==> src/rtl/fx3_pkg.sv <==
// Shared types and constants for the FX3 slave-FIFO write arbiter.
package fx3_pkg;

    localparam int FX3_DW = 32;

    localparam logic [1:0] FX3_ADDR_SOCK0 = 2'b00;
    localparam logic [1:0] FX3_ADDR_SOCK1 = 2'b01;
    localparam logic [1:0] FX3_ADDR_RD    = 2'b11;

    typedef enum logic [2:0] {
        IDLE,
        ADDR_SETUP,
        WAIT_FLAGA,
        WAIT_FLAGB,
        WRITE,
        WR_DELAY,
        RELEASE
    } fx3_state_e;

endpackage

==> src/rtl/rr_arbiter.sv <==
// Combinational round-robin picker: first requester at or after ptr wins.
module rr_arbiter #(
    parameter int NREQ = 2,
    localparam int IW  = $clog2(NREQ)
) (
    input  logic [NREQ-1:0] req,
    input  logic [IW-1:0]   ptr,
    output logic [NREQ-1:0] gnt,
    output logic [IW-1:0]   idx
);

    // Offsets are scanned from farthest to nearest so the nearest hit wins.
    always_comb begin
        idx = '0;
        for (int k = NREQ - 1; k >= 0; k--) begin
            for (int j = 0; j < NREQ; j++) begin
                if (req[j] && ((int'(ptr) + k == j) || (int'(ptr) + k == j + NREQ)))
                    idx = IW'(j);
            end
        end
    end

    always_comb begin
        gnt = '0;
        for (int j = 0; j < NREQ; j++)
            gnt[j] = (|req) && (idx == IW'(j));
    end

endmodule

==> src/rtl/fx3_wr_arbiter.sv <==
// Round-robin sharing of the FX3 slave-FIFO write path between NREQ stream sources.
// Optional per-requester/wait statistics are enabled with FX3_WR_ARB_STATS_EN.
module fx3_wr_arbiter
    import fx3_pkg::*;
#(
    parameter int              NREQ        = 2,
    parameter int              BURST_LEN   = 1024,
    parameter int              ADDR_SETTLE = 3,
    parameter logic [2*NREQ-1:0] ADDR_MAP  = {FX3_ADDR_SOCK1, FX3_ADDR_SOCK0},
    localparam int             IW          = $clog2(NREQ)
) (
    input  logic                     clk_pll,
    input  logic                     reset_,
    input  logic [NREQ-1:0]          req_valid,
    input  logic [FX3_DW*NREQ-1:0]   req_data,
    input  logic [NREQ-1:0]          req_last,
    output logic [NREQ-1:0]          req_ready,
    input  logic                     flaga,
    input  logic                     flagb,
    output logic [1:0]               addr,
    output logic                     slwr_n,
    output logic                     pkend_n,
    output logic [FX3_DW-1:0]        dq_out,
    output logic                     dq_oe,
    output logic                     busy,
    output logic [IW-1:0]            grant_id
`ifdef FX3_WR_ARB_STATS_EN
    ,
    input  logic                     stat_clr,
    output logic [32*NREQ-1:0]       stat_words,
    output logic [31:0]              stat_wait
`endif
);

    localparam int CW = $clog2(BURST_LEN) + 1;
    localparam int SW = (ADDR_SETTLE > 1) ? $clog2(ADDR_SETTLE) : 1;

    fx3_state_e        state_q, state_n;
    logic              flaga_d, flagb_d;
    logic [IW-1:0]     grant, rr_ptr;
    logic [NREQ-1:0]   grant_oh;
    logic [CW-1:0]     word_cnt, cnt_inc;
    logic [SW-1:0]     settle_cnt;
    logic [NREQ-1:0]   arb_gnt;
    logic [IW-1:0]     arb_idx;
    logic [1:0]        map_addr;
    logic [FX3_DW-1:0] sel_data;
    logic              sel_valid, sel_last, ready_en, accept, burst_full;

    rr_arbiter #(.NREQ(NREQ)) u_rr (
        .req (req_valid),
        .ptr (rr_ptr),
        .gnt (arb_gnt),
        .idx (arb_idx)
    );

    always_comb begin
        map_addr = '0;
        for (int j = 0; j < NREQ; j++)
            if (arb_idx == IW'(j)) map_addr = ADDR_MAP[2*j +: 2];
    end

    always_comb begin
        sel_data = '0;
        for (int j = 0; j < NREQ; j++)
            if (grant_oh[j]) sel_data = sel_data | req_data[FX3_DW*j +: FX3_DW];
    end

    assign sel_valid  = |(req_valid & grant_oh);
    assign sel_last   = |(req_last & grant_oh);
    // Ready never looks at req_valid so sources may use it to launch data.
    assign ready_en   = (state_q == WRITE) && flagb_d && (word_cnt < CW'(BURST_LEN));
    assign req_ready  = grant_oh & {NREQ{ready_en}};
    assign accept     = ready_en && sel_valid;
    assign cnt_inc    = word_cnt + CW'(1);
    assign burst_full = (cnt_inc == CW'(BURST_LEN));

    assign busy     = (state_q != IDLE);
    assign grant_id = grant;

    always_ff @(posedge clk_pll) begin
        if (!reset_) state_q <= IDLE;
        else         state_q <= state_n;
    end

    always_comb begin
        state_n = state_q;
        case (state_q)
            IDLE:       if (|req_valid) state_n = ADDR_SETUP;
            ADDR_SETUP: if (settle_cnt == SW'(ADDR_SETTLE - 1)) state_n = WAIT_FLAGA;
            WAIT_FLAGA: if (flaga_d) state_n = WAIT_FLAGB;
            WAIT_FLAGB: if (flagb_d) state_n = WRITE;
            WRITE:      if (!flagb_d || (accept && (sel_last || burst_full))) state_n = WR_DELAY;
            WR_DELAY:   state_n = RELEASE;
            RELEASE:    state_n = IDLE;
            default:    state_n = IDLE;
        endcase
    end

    always_ff @(posedge clk_pll) begin
        if (!reset_) begin
            flaga_d    <= 1'b0;
            flagb_d    <= 1'b0;
            slwr_n     <= 1'b1;
            pkend_n    <= 1'b1;
            dq_out     <= '0;
            dq_oe      <= 1'b0;
            addr       <= '0;
            grant      <= '0;
            grant_oh   <= '0;
            rr_ptr     <= '0;
            word_cnt   <= '0;
            settle_cnt <= '0;
        end else begin
            flaga_d <= flaga;
            flagb_d <= flagb;
            slwr_n  <= !accept;
            // A last word that exactly fills the burst is not a short packet.
            pkend_n <= !(accept && sel_last && !burst_full);
            if (accept) begin
                dq_out   <= sel_data;
                dq_oe    <= 1'b1;
                word_cnt <= cnt_inc;
            end else if (state_q == WR_DELAY) begin
                dq_oe <= 1'b0;
            end
            case (state_q)
                IDLE: if (|req_valid) begin
                    grant      <= arb_idx;
                    grant_oh   <= arb_gnt;
                    addr       <= map_addr;
                    settle_cnt <= '0;
                end
                ADDR_SETUP: settle_cnt <= settle_cnt + SW'(1);
                RELEASE: begin
                    rr_ptr   <= (grant == IW'(NREQ - 1)) ? '0 : grant + IW'(1);
                    word_cnt <= '0;
                end
                default: ;
            endcase
        end
    end

`ifdef FX3_WR_ARB_STATS_EN
    always_ff @(posedge clk_pll) begin
        if (!reset_ || stat_clr) begin
            stat_words <= '0;
            stat_wait  <= '0;
        end else begin
            for (int j = 0; j < NREQ; j++)
                if (accept && grant_oh[j]) stat_words[32*j +: 32] <= stat_words[32*j +: 32] + 32'd1;
            if (state_q == WAIT_FLAGA || state_q == WAIT_FLAGB)
                stat_wait <= stat_wait + 32'd1;
        end
    end
`endif

endmodule

==> config.mk <==
export PLATFORM = sky130hd
export DESIGN_NAME = fx3_wr_arbiter
export DESIGN_NICKNAME = d
export VERILOG_FILES = /design/src/rtl/fx3_pkg.sv /design/src/rtl/rr_arbiter.sv /design/src/rtl/fx3_wr_arbiter.sv
export SDC_FILE = /design/constraint.sdc
export NUM_CORES = 1
export LEC_CHECK = 0
export CAP_MARGIN = 20
export CORE_MARGIN = 2
export CORE_UTILIZATION = 38
export DETAILED_ROUTE_END_ITERATION = 10
export GPL_ROUTABILITY_DRIVEN = 0
export PLACE_DENSITY = 0.76
export SLEW_MARGIN = 5
export SYNTH_ARGS = -nofsm -noshare
export SYNTH_HDL_FRONTEND = slang
export SYNTH_SLANG_ARGS = --single-unit
==> constraint.sdc <==
create_clock -name clk_pll -period 1.6 [get_ports clk_pll]
set_input_delay 0.32 -clock clk_pll [delete_from_list [all_inputs] [get_ports clk_pll]]
set_output_delay 0.32 -clock clk_pll [all_outputs]
set_load 0.02 [all_outputs]
== After elaboration in Yosys (flattened, before gate mapping) ==
Cells that the tools add are included.

* Flip-flop bits (word level): 59
* Output and inout bits: 41

* $add $sub $neg: 4
* $lt $le $gt $ge: 1
* Eq/ne operators: 15
* Mux-type cells: 17
* Bitwise logic cells: 6
* Reduce and logical (&&, ||, !) cells: 30

{| class="wikitable"
|+ Operator list
! operator !! count
|-
| 32-bit 2-to-1 mux || 2
|-
| 32-bit by 2-bit equality test with 1-bit output, second input constant || 1
|-
| 32-bit by 3-bit equality test with 1-bit output, second input constant || 1
|-
| 32-bit logical NOT || 1
|-
| 32-bit bitwise OR || 1
|-
| 3-bit one-hot mux with 6 select lines || 1
|-
| 3-bit 2-to-1 mux || 5
|-
| 11-bit by 1-bit adder with 11-bit output, second input constant || 1
|-
| 11-bit equality test, second input constant || 1
|-
| 1-bit logical AND || 11
|-
| 11-bit < comparator, second input constant || 1
|-
| 3-bit equality test, second input constant || 3
|-
| 2-bit != test, second input constant || 4
|-
| 2-bit OR reduction || 4
|-
| 1-bit 2-to-1 mux || 7
|-
| 2-bit AND || 3
|-
| 3-bit by 2-bit equality test with 1-bit output, second input constant || 2
|-
| 5-bit AND reduction || 1
|-
| 1-bit logical NOT || 4
|-
| 2-bit one-hot mux with 2 select lines || 1
|-
| 2-bit AND reduction || 2
|-
| 2-bit nonzero test || 2
|-
| 3-bit by 1-bit equality test with 1-bit output, second input constant || 1
|-
| 3-bit logical NOT || 1
|-
| 9 further kinds || 12
|}

== Depth between registers and ports, before layout ==
* Depth after elaboration: 9
* Gate-level depth with buffers: 7

== Hierarchy ==
From an unflattened synthesis, not the netlist that was laid out.

* Cells, all modules: 282
* Area total of the unflattened synthesis: 2580.0 sq um

{| class="wikitable"
|+ Modules (own cells, without submodules)
! module !! instances !! cells each !! area an instance (sq um) !! seq. area each (sq um)
|-
| fx3_wr_arbiter || 1 || 278 || 2549.9 || 1141.1
|-
| rr_arbiter || 1 || 4 || 30.0 || 0.0
|}

== Worst setup path before layout ==
No wires, ideal clock.

* Path type: reg2reg
* Start point: register state_q[1]
* End point: register dq_out[22]
* Library setup time: 0.125 ns
* Data arrival time: 1.546 ns
* Slack: -0.071 ns
* Stages on the path, launching flop included: 8
* Period minus slack after synthesis: 1.671 ns
* Path through: dfxtp_1 -> buf_6 -> nand4bb_4 -> or3_4 -> buf_6 -> buf_6 -> a221oi_1 -> nor3b_1

* Longest elaborated chain between the ends: 4

{| class="wikitable"
|+ RTL lines
! item !! RTL line !! text
|-
| start: declaration || fx3_wr_arbiter.sv:38 || <nowiki>fx3_state_e state_q, state_n;</nowiki>
|-
| start signal: assignment || fx3_wr_arbiter.sv:83 || <nowiki>else state_q <= state_n;</nowiki>
|-
| 3-bit equality test || fx3_wr_arbiter.sv:72 || <nowiki>assign ready_en = (state_q == WRITE) && flagb_d && (word_cnt < CW'(BURST_LEN));</nowiki>
|-
| 1-bit logical AND (2 in a row) || fx3_wr_arbiter.sv:72 ||
|-
| 1-bit logical AND || fx3_wr_arbiter.sv:74 || <nowiki>assign accept = ready_en && sel_valid;</nowiki>
|-
| end signal: assignment || fx3_wr_arbiter.sv:121 || <nowiki>dq_out <= sel_data;</nowiki>
|-
| end: declaration || fx3_wr_arbiter.sv:23 || <nowiki>output logic [FX3_DW-1:0] dq_out,</nowiki>
|}

Every way passes these cells.
A chain may end at the register's enable or synchronous reset.

== Final worst setup path ==
* Start point: register state_q[0]
* End point: register state_q[0]

* Longest elaborated chain between the ends: 8

{| class="wikitable"
|+ RTL lines
! item !! RTL line !! text
|-
| 3-bit equality test || fx3_wr_arbiter.sv:72, fx3_wr_arbiter.sv:88 ||
|-
| 1-bit logical AND (2 in a row) || fx3_wr_arbiter.sv:72 ||
|-
| 1-bit logical AND || fx3_wr_arbiter.sv:74 ||
|-
| 1-bit logical AND || fx3_wr_arbiter.sv:93 || <nowiki>WRITE: if (!flagb_d || (accept && (sel_last || burst_full))) state_n = WR_DELAY;</nowiki>
|-
| 1-bit logical OR || fx3_wr_arbiter.sv:93 ||
|-
| 2-bit by 1-bit != test with 1-bit output (no source line) || n/a ||
|-
| 5-bit AND reduction (no source line) || n/a ||
|}

Parallel ways exist; a longest one is shown, timed or not.

==> impl_results.md <==
* Ys Warns at 0
* Total core area at 6760 µm²
* Final Hold Viols at 0
* FILL cells at 547
* # nets final at 486
* Delay-heaviest family, CP: simple AND/OR/NAND/NOR gates
* Top_reg_cell synth: dfxtp_1
* Commonest non-fill, non-tap cell in the layout: clkdlybuf4s50_1
* Synth Instances at 286
* Worst EP arrival at 1.99 ns
* Cell Area, Synth at 2630 µm²
* 1st-pass router iterations at 4
* Fraction of layout cells with a size suffix above 1 at 0.235
* Final clock skew at 0.00812 ns
* Period utilization at 1.08
* Clock sink total at 57
* Vias in the first global route at 2572
* CTS clk-pin slew, worst paths at 0.06 ns
* Final Max Tran Viols at 0
* Dpl hpwl at 5.52 mm
* Syn nets at 360
* Final setup fails at 39
* Starting Density at 0.389
* HP Class: in -> reg
* CP startpoint kind: flip-flop
* Worst path slowest cell: or3_4
* First-pass GRT wire length at 12.0 mm
* Mean area per synthesized cell at 9.18 µm²
* FF-to-FF path depth at 6
* Maximum vdd drop at 0.376 mV
* Crit-path max cell delay at 0.41 ns
* Register bit total from synthesis at 57
* Final min period at 1.73 ns
* Longest Clk Path Bufs at 2
* Non-Filler Instances at 497
* WP data required at 1.86 ns
* Hold_buf cts at 0
* Critical-path cell list: nand4bb_4, buf_6, or3_4, buf_12, o221a_1, nor3_2
* Cell area power density at 733 nW/µm²
* Number of CTS-inserted buffers at 9
* Remaining DRCs at 0
* I/O Pins at 113
* WL per Instance at 15.4 µm
* Area grow syn2layout at 66.5%
* Critical Path Fanout Max at 19
* Largest net degree at the start of global routing at 29
* Number of port buffers at 111
* Via density at 5.26
* Antenna diode count at 0
* Crit Path Category: reg -> reg
* GR Util All Layers at 0.202
* Most frequent cells in the layout: 71 x clkdlybuf4s50_1, 54 x dfxtp_1, 47 x nor2_1
* MaxCap Viol Count at 0
* Total power at 0.00320 W
* Die X-Extent at 87.1 µm
* RSZ-0062 raised after global routing: yes
* Run status: finished with violations
* Post-Place Cells at 480
* Die ar. at 7590 µm²
* Failing checks: setup timing
* Die height at 87.1 µm
* Via count at 2615
* Clock latency on the worst-skew pair at 0.33 ns
* Initial drt markers at 111
* FFs w/ async S/R, synth at 0
* Final wirelength at 7.66 mm
* Total gr overflow at 0
* Cell count along the critical path at 6
* EDFF count, synth at 0
* LEAKAGE at 1.86 nW
* Final setup margin at -0.129 ns
* Seq/Total Area, Yosys at 0.434
* Num rows at 30
* WP buf/inv at 2
* Worst hold stages at 3
* FMAX at 0.578 GHz
* Root buffer cell: clkbuf_8
* WHS at 0.479 ns
* Antenna viol nets, final at 0
* Endpoint class of the critical path: flip-flop
* Clock H-tree levels at 3
* Initial antenna violation count at 0
* CTS tree: built
* Count of cell types in the netlist at 44
==> metal layers <==
metal	track usage	part of all wire
met2	0.346	0.49
met4	0.0923	0.023
met5	0	0
met1	0.243	0.43
met3	0.0436	0.058
==> layout make-up <==
class / instances / area, µm² / share of cell area
inverters: 3 / 11.3 / 0.00258
flip-flops and latches: 57 / 1140 / 0.262
repair buffers: 142 / 1350 / 0.310
multi-input cells: 199 / 1570 / 0.359
well taps: 80 / 100 / 0.0229
clock inverters: 2 / 10.0 / 0.00229
clock buffers: 14 / 183 / 0.0418
==> repair_timing <==
action | CTS | global route
endpoints found under the setup margin | 71 | 49
setup buffers | 1 | 0
pin swaps | 1 | 3
resized for setup | 64 | 19
==> registers in the layout, summed over array words and instances, names as in the netlist <==
register    cells
pkend_n         1
flaga_d         1
dq_oe           1
word_cnt       11
state_q         3
slwr_n          1
grant_oh        2
rr_ptr          1
dq_out         32
settle_cnt      2
flagb_d         1
grant_id        1
==> final timing paths <==
kind	endpoint	start	slack, ns
worst max-delay path	state_q[0]	state_q[0]	-0.13
worst min-delay path	grant_oh[1]	req_valid[1]	0.48
worst max register to register	state_q[0]	state_q[0]	-0.13
worst min register to register	dq_oe	dq_oe	0.48
==> synthesized netlist by cell type, types with 5 or more instances <==
library cell	number	share of area
a21oi_1	5	0.0095
a221oi_1	30	0.10
and2_1	7	0.017
buf_2	8	0.015
clkbuf_1	11	0.016
dfxtp_1	57	0.43
nand2_1	21	0.030
nor2_1	48	0.069
nor3b_1	32	0.091
o21ai_0	6	0.011
xor2_1	5	0.017
==> through the flow <==
stage	area (µm²)	util	setup WS [ns]	TNS, ns
2_1_floorplan	2730	-	-0.0566	-1.01
5_1_grt	4370	0.647	-0.190	-5.73
6_report	4370	0.647	-0.129	-2.32
4_1_cts	4280	0.633	-0.115	-2.49
3_5_place_dp	4050	0.599	-0.496	-17.75
3_3_place_gp	4050	0.599	-0.454	-16.51
==> worst reg2reg max path, stage by stage (launching register included) <==
cell,delay [ns]
dfxtp_2,0.33
nand4bb_4,0.22
buf_6,0.14
or3_4,0.41
buf_12,0.17
o221a_1,0.28
nor3_2,0.10
==> cells by family after synthesis <==
group | after synthesis | share of synthesized area
buffers and inverters | 30 | 0.0610
and+or+nand+nor | 133 | 0.288
DFF | 57 | 0.434
muxes | 2 | 0.0124
xor gates and xnor gates | 9 | 0.0300
adders and majority gates | 2 | 0.00953
other | 1 | 0.00143
AOI/OAI and AO/OA | 52 | 0.163
==> power breakdown <==
group	total [W]	leakage, nW	switching [W]	internal (W)
sequential	0.00145	0.461	0.0000157	0.00144
clock	0.00129	0.102	0.000560	0.000727
combinational	0.000462	1.29	0.000210	0.000252
total	0.00320	1.86	0.000785	0.00242
Note: power is estimated with default switching activity, not from simulation.
==> RTL edit, RTL diff (config.mk and constraints unchanged) <==
Build with the macro `FX3_WR_ARB_STATS_EN` defined.
--- a/src/rtl/fx3_wr_arbiter.sv
+++ b/src/rtl/fx3_wr_arbiter.sv
@@ -2,2 +2,4 @@
 // Optional per-requester/wait statistics are enabled with FX3_WR_ARB_STATS_EN.
+`define FX3_WR_ARB_STATS_EN
+
 module fx3_wr_arbiter
Ports: changed (added stat_clr, stat_wait and stat_words); port bits go from 113 to 210. No check against the original RTL was run, so the function may have changed too.
==> RTL edit against the unedited design <==
The flow still finishes with violations (setup timing); die area grew to 2.6 times the old value; sequential cell count is 96 higher; total power rose to 2.6 times the old value; area after synthesis rose to 2.7 times the old value; sequential share of layout area is 0.41 points lower; final area grew to 2.9 times the old value; worst setup slack got worse by 230 ps; clock power grew to 3.1 times the old value; routed wire length rose to 3.1 times the old value; largest cell class unchanged.
==> RTL edit: results <==
group,metric,value,unit
run_status,status,"finished with violations",
run_status,violations,"setup timing",
synth,synthAdderAreaFrac,1.06,%
clock_network,cts.htree.levels,4,
clock_network,clockRootBuffer,"clkbuf_16",
finish,largestRegisters,"stat_words: 64 flops, dq_out: 32 flops, stat_wait: 32 flops",
pwr,p_leak,5.18,nW
sta,skew,10.7,ps
clock_network,worstSkewPairLatency,420,ps
placed_design,io_buffer_count,208,
synth,yosys.area_share.xor_xnor,10.0,%
sta,setup_viol,115,
sta,setup_ws,-360,ps
grt,grt_max_degree,30,
critical_path,worst_ep_arrival_time,2270,ps
drt,vias_per_cell,5.33,
drt,met1_length,10.1,mm
placed_design,pre_cts_slack,-691,ps
pwr,ir_worst_vdd,0.733,mV
critical_path,timing.rr.end,"stat_words[61]$_SDFFE_PP0P_",
drt,met2WireLength,12.2,mm
drt,wl_met3,1.29,mm
critical_path,crit_path_max_fanout,9,
grt,globalRouteTotalUtil,22.8,%
drt,dr.pass1.iters,5,
finish,final_layout_size_suffix_gt1_share,33.8,%
finish,nets,1301,
critical_path,crit_start,"stat_words[34]$_SDFFE_PP0P_",
clock_network,cts_buffers,17,
sta,whs,459,ps
sta,fin_setup_tns,-25010,ps
min_path,hold_class,"register to register",
synth,synthesis.nets,947,
finish,fill_cells,1359,
synth,synth.area.top_cells,"dfxtp_1, xnor2_1, nand2_1",
synth,ys_types,45,
synth,synth_mux_area_share,0.425,%
synth,yosys-top-cells-count,"dfxtp_1, nand2_1, nor2_1",
placed_design,dp_hpwl,15.4,mm
synth,yosysSeqAreaShare,43.4,%
critical_path,rr_worst_depth,6,
grt,grt_pass1_vias,7402,
## RTL edit: changes by cell type after synthesis, moves of 32 or more
cell	before	now
nand2_1	21	107
a21oi_1	5	40
dfxtp_1	57	153
xnor2_1	4	46
nor2_1	48	104
a31oi_1	0	32
nor3b_1	32	0
nand3_1	4	71
## RTL edit: worst max-delay path: stages, from the launching register on
cell and delay (ps):
dfxtp_2 370, nand4_1 210, or4_4 730, buf_4 190, nor4_4 140, xnor2_1 150, nor2_1 50
## RTL edit: metal layers
layer	up-vias	track usage, %
met3	41	5.44
met4	0	6.01
met5	-	0
met1	3738	28.5
met2	257	39.6
li1	3774	-
## RTL edit: layout make-up
| class | count | area share (%) |
|---|---|---|
| clock buffer | 25 | 4.25 |
| clock inverter | 7 | 0.442 |
| inverter | 18 | 0.542 |
| multi-input combinational | 640 | 36.7 |
| sequential | 153 | 25.8 |
| tap | 229 | 2.30 |
| timing repair buffer | 392 | 30.0 |
## RTL edit: cell families after synthesis
kind of cell             count (synthesis)
AND/OR/NAND/NOR                        432
flip-flops                             153
AO/OA/AOI/OAI                          117
XOR/XNOR                                81
buffers and inverters                   75
adder cells (fa/ha/maj)                  6
multiplexers                             3
other                                    1
## RTL edit: how the worst min path moves through the flow
stage	depth (start not counted)	from	endpoint
floorplan	1	reset_	slwr_n$_SDFF_PN1_
global placement	2	dq_out[9]$_SDFFE_PN0N_	dq_out[9]$_SDFFE_PN0N_
detailed placement	2	dq_out[3]$_SDFFE_PN0N_	dq_out[3]$_SDFFE_PN0N_
CTS	3	req_data[59]	dq_out[27]$_SDFFE_PN0N_
global route	3	req_data[59]	dq_out[27]$_SDFFE_PN0N_
finish	2	dq_out[25]$_SDFFE_PN0N_	dq_out[25]$_SDFFE_PN0N_
## RTL edit: metrics by stage
stage	area, sq um	utilization, %	instances
6_report	12500	68.9	1464
2_1_floorplan	7860	-	868
4_1_cts	12000	66.1	1443
5_1_grt	12500	68.9	1464
3_3_place_gp	11000	60.7	1385
3_5_place_dp	11000	60.7	1385
## RTL edit: what timing repair did
item | in CTS | in global routing
cloned | 5 | 2
resized for setup | 208 | 89
pin swaps | 40 | 48
buffers inserted | 21 | 19
setup endpoints to repair | 263 | 144
## RTL edit: report_power, final
group,switching (mW),internal (mW),leakage (nW)
Combinational,0.241,0.277,3.63
Clock,1.64,2.32,0.280
Sequential,0.0151,3.78,1.27
Total,1.90,6.38,5.18
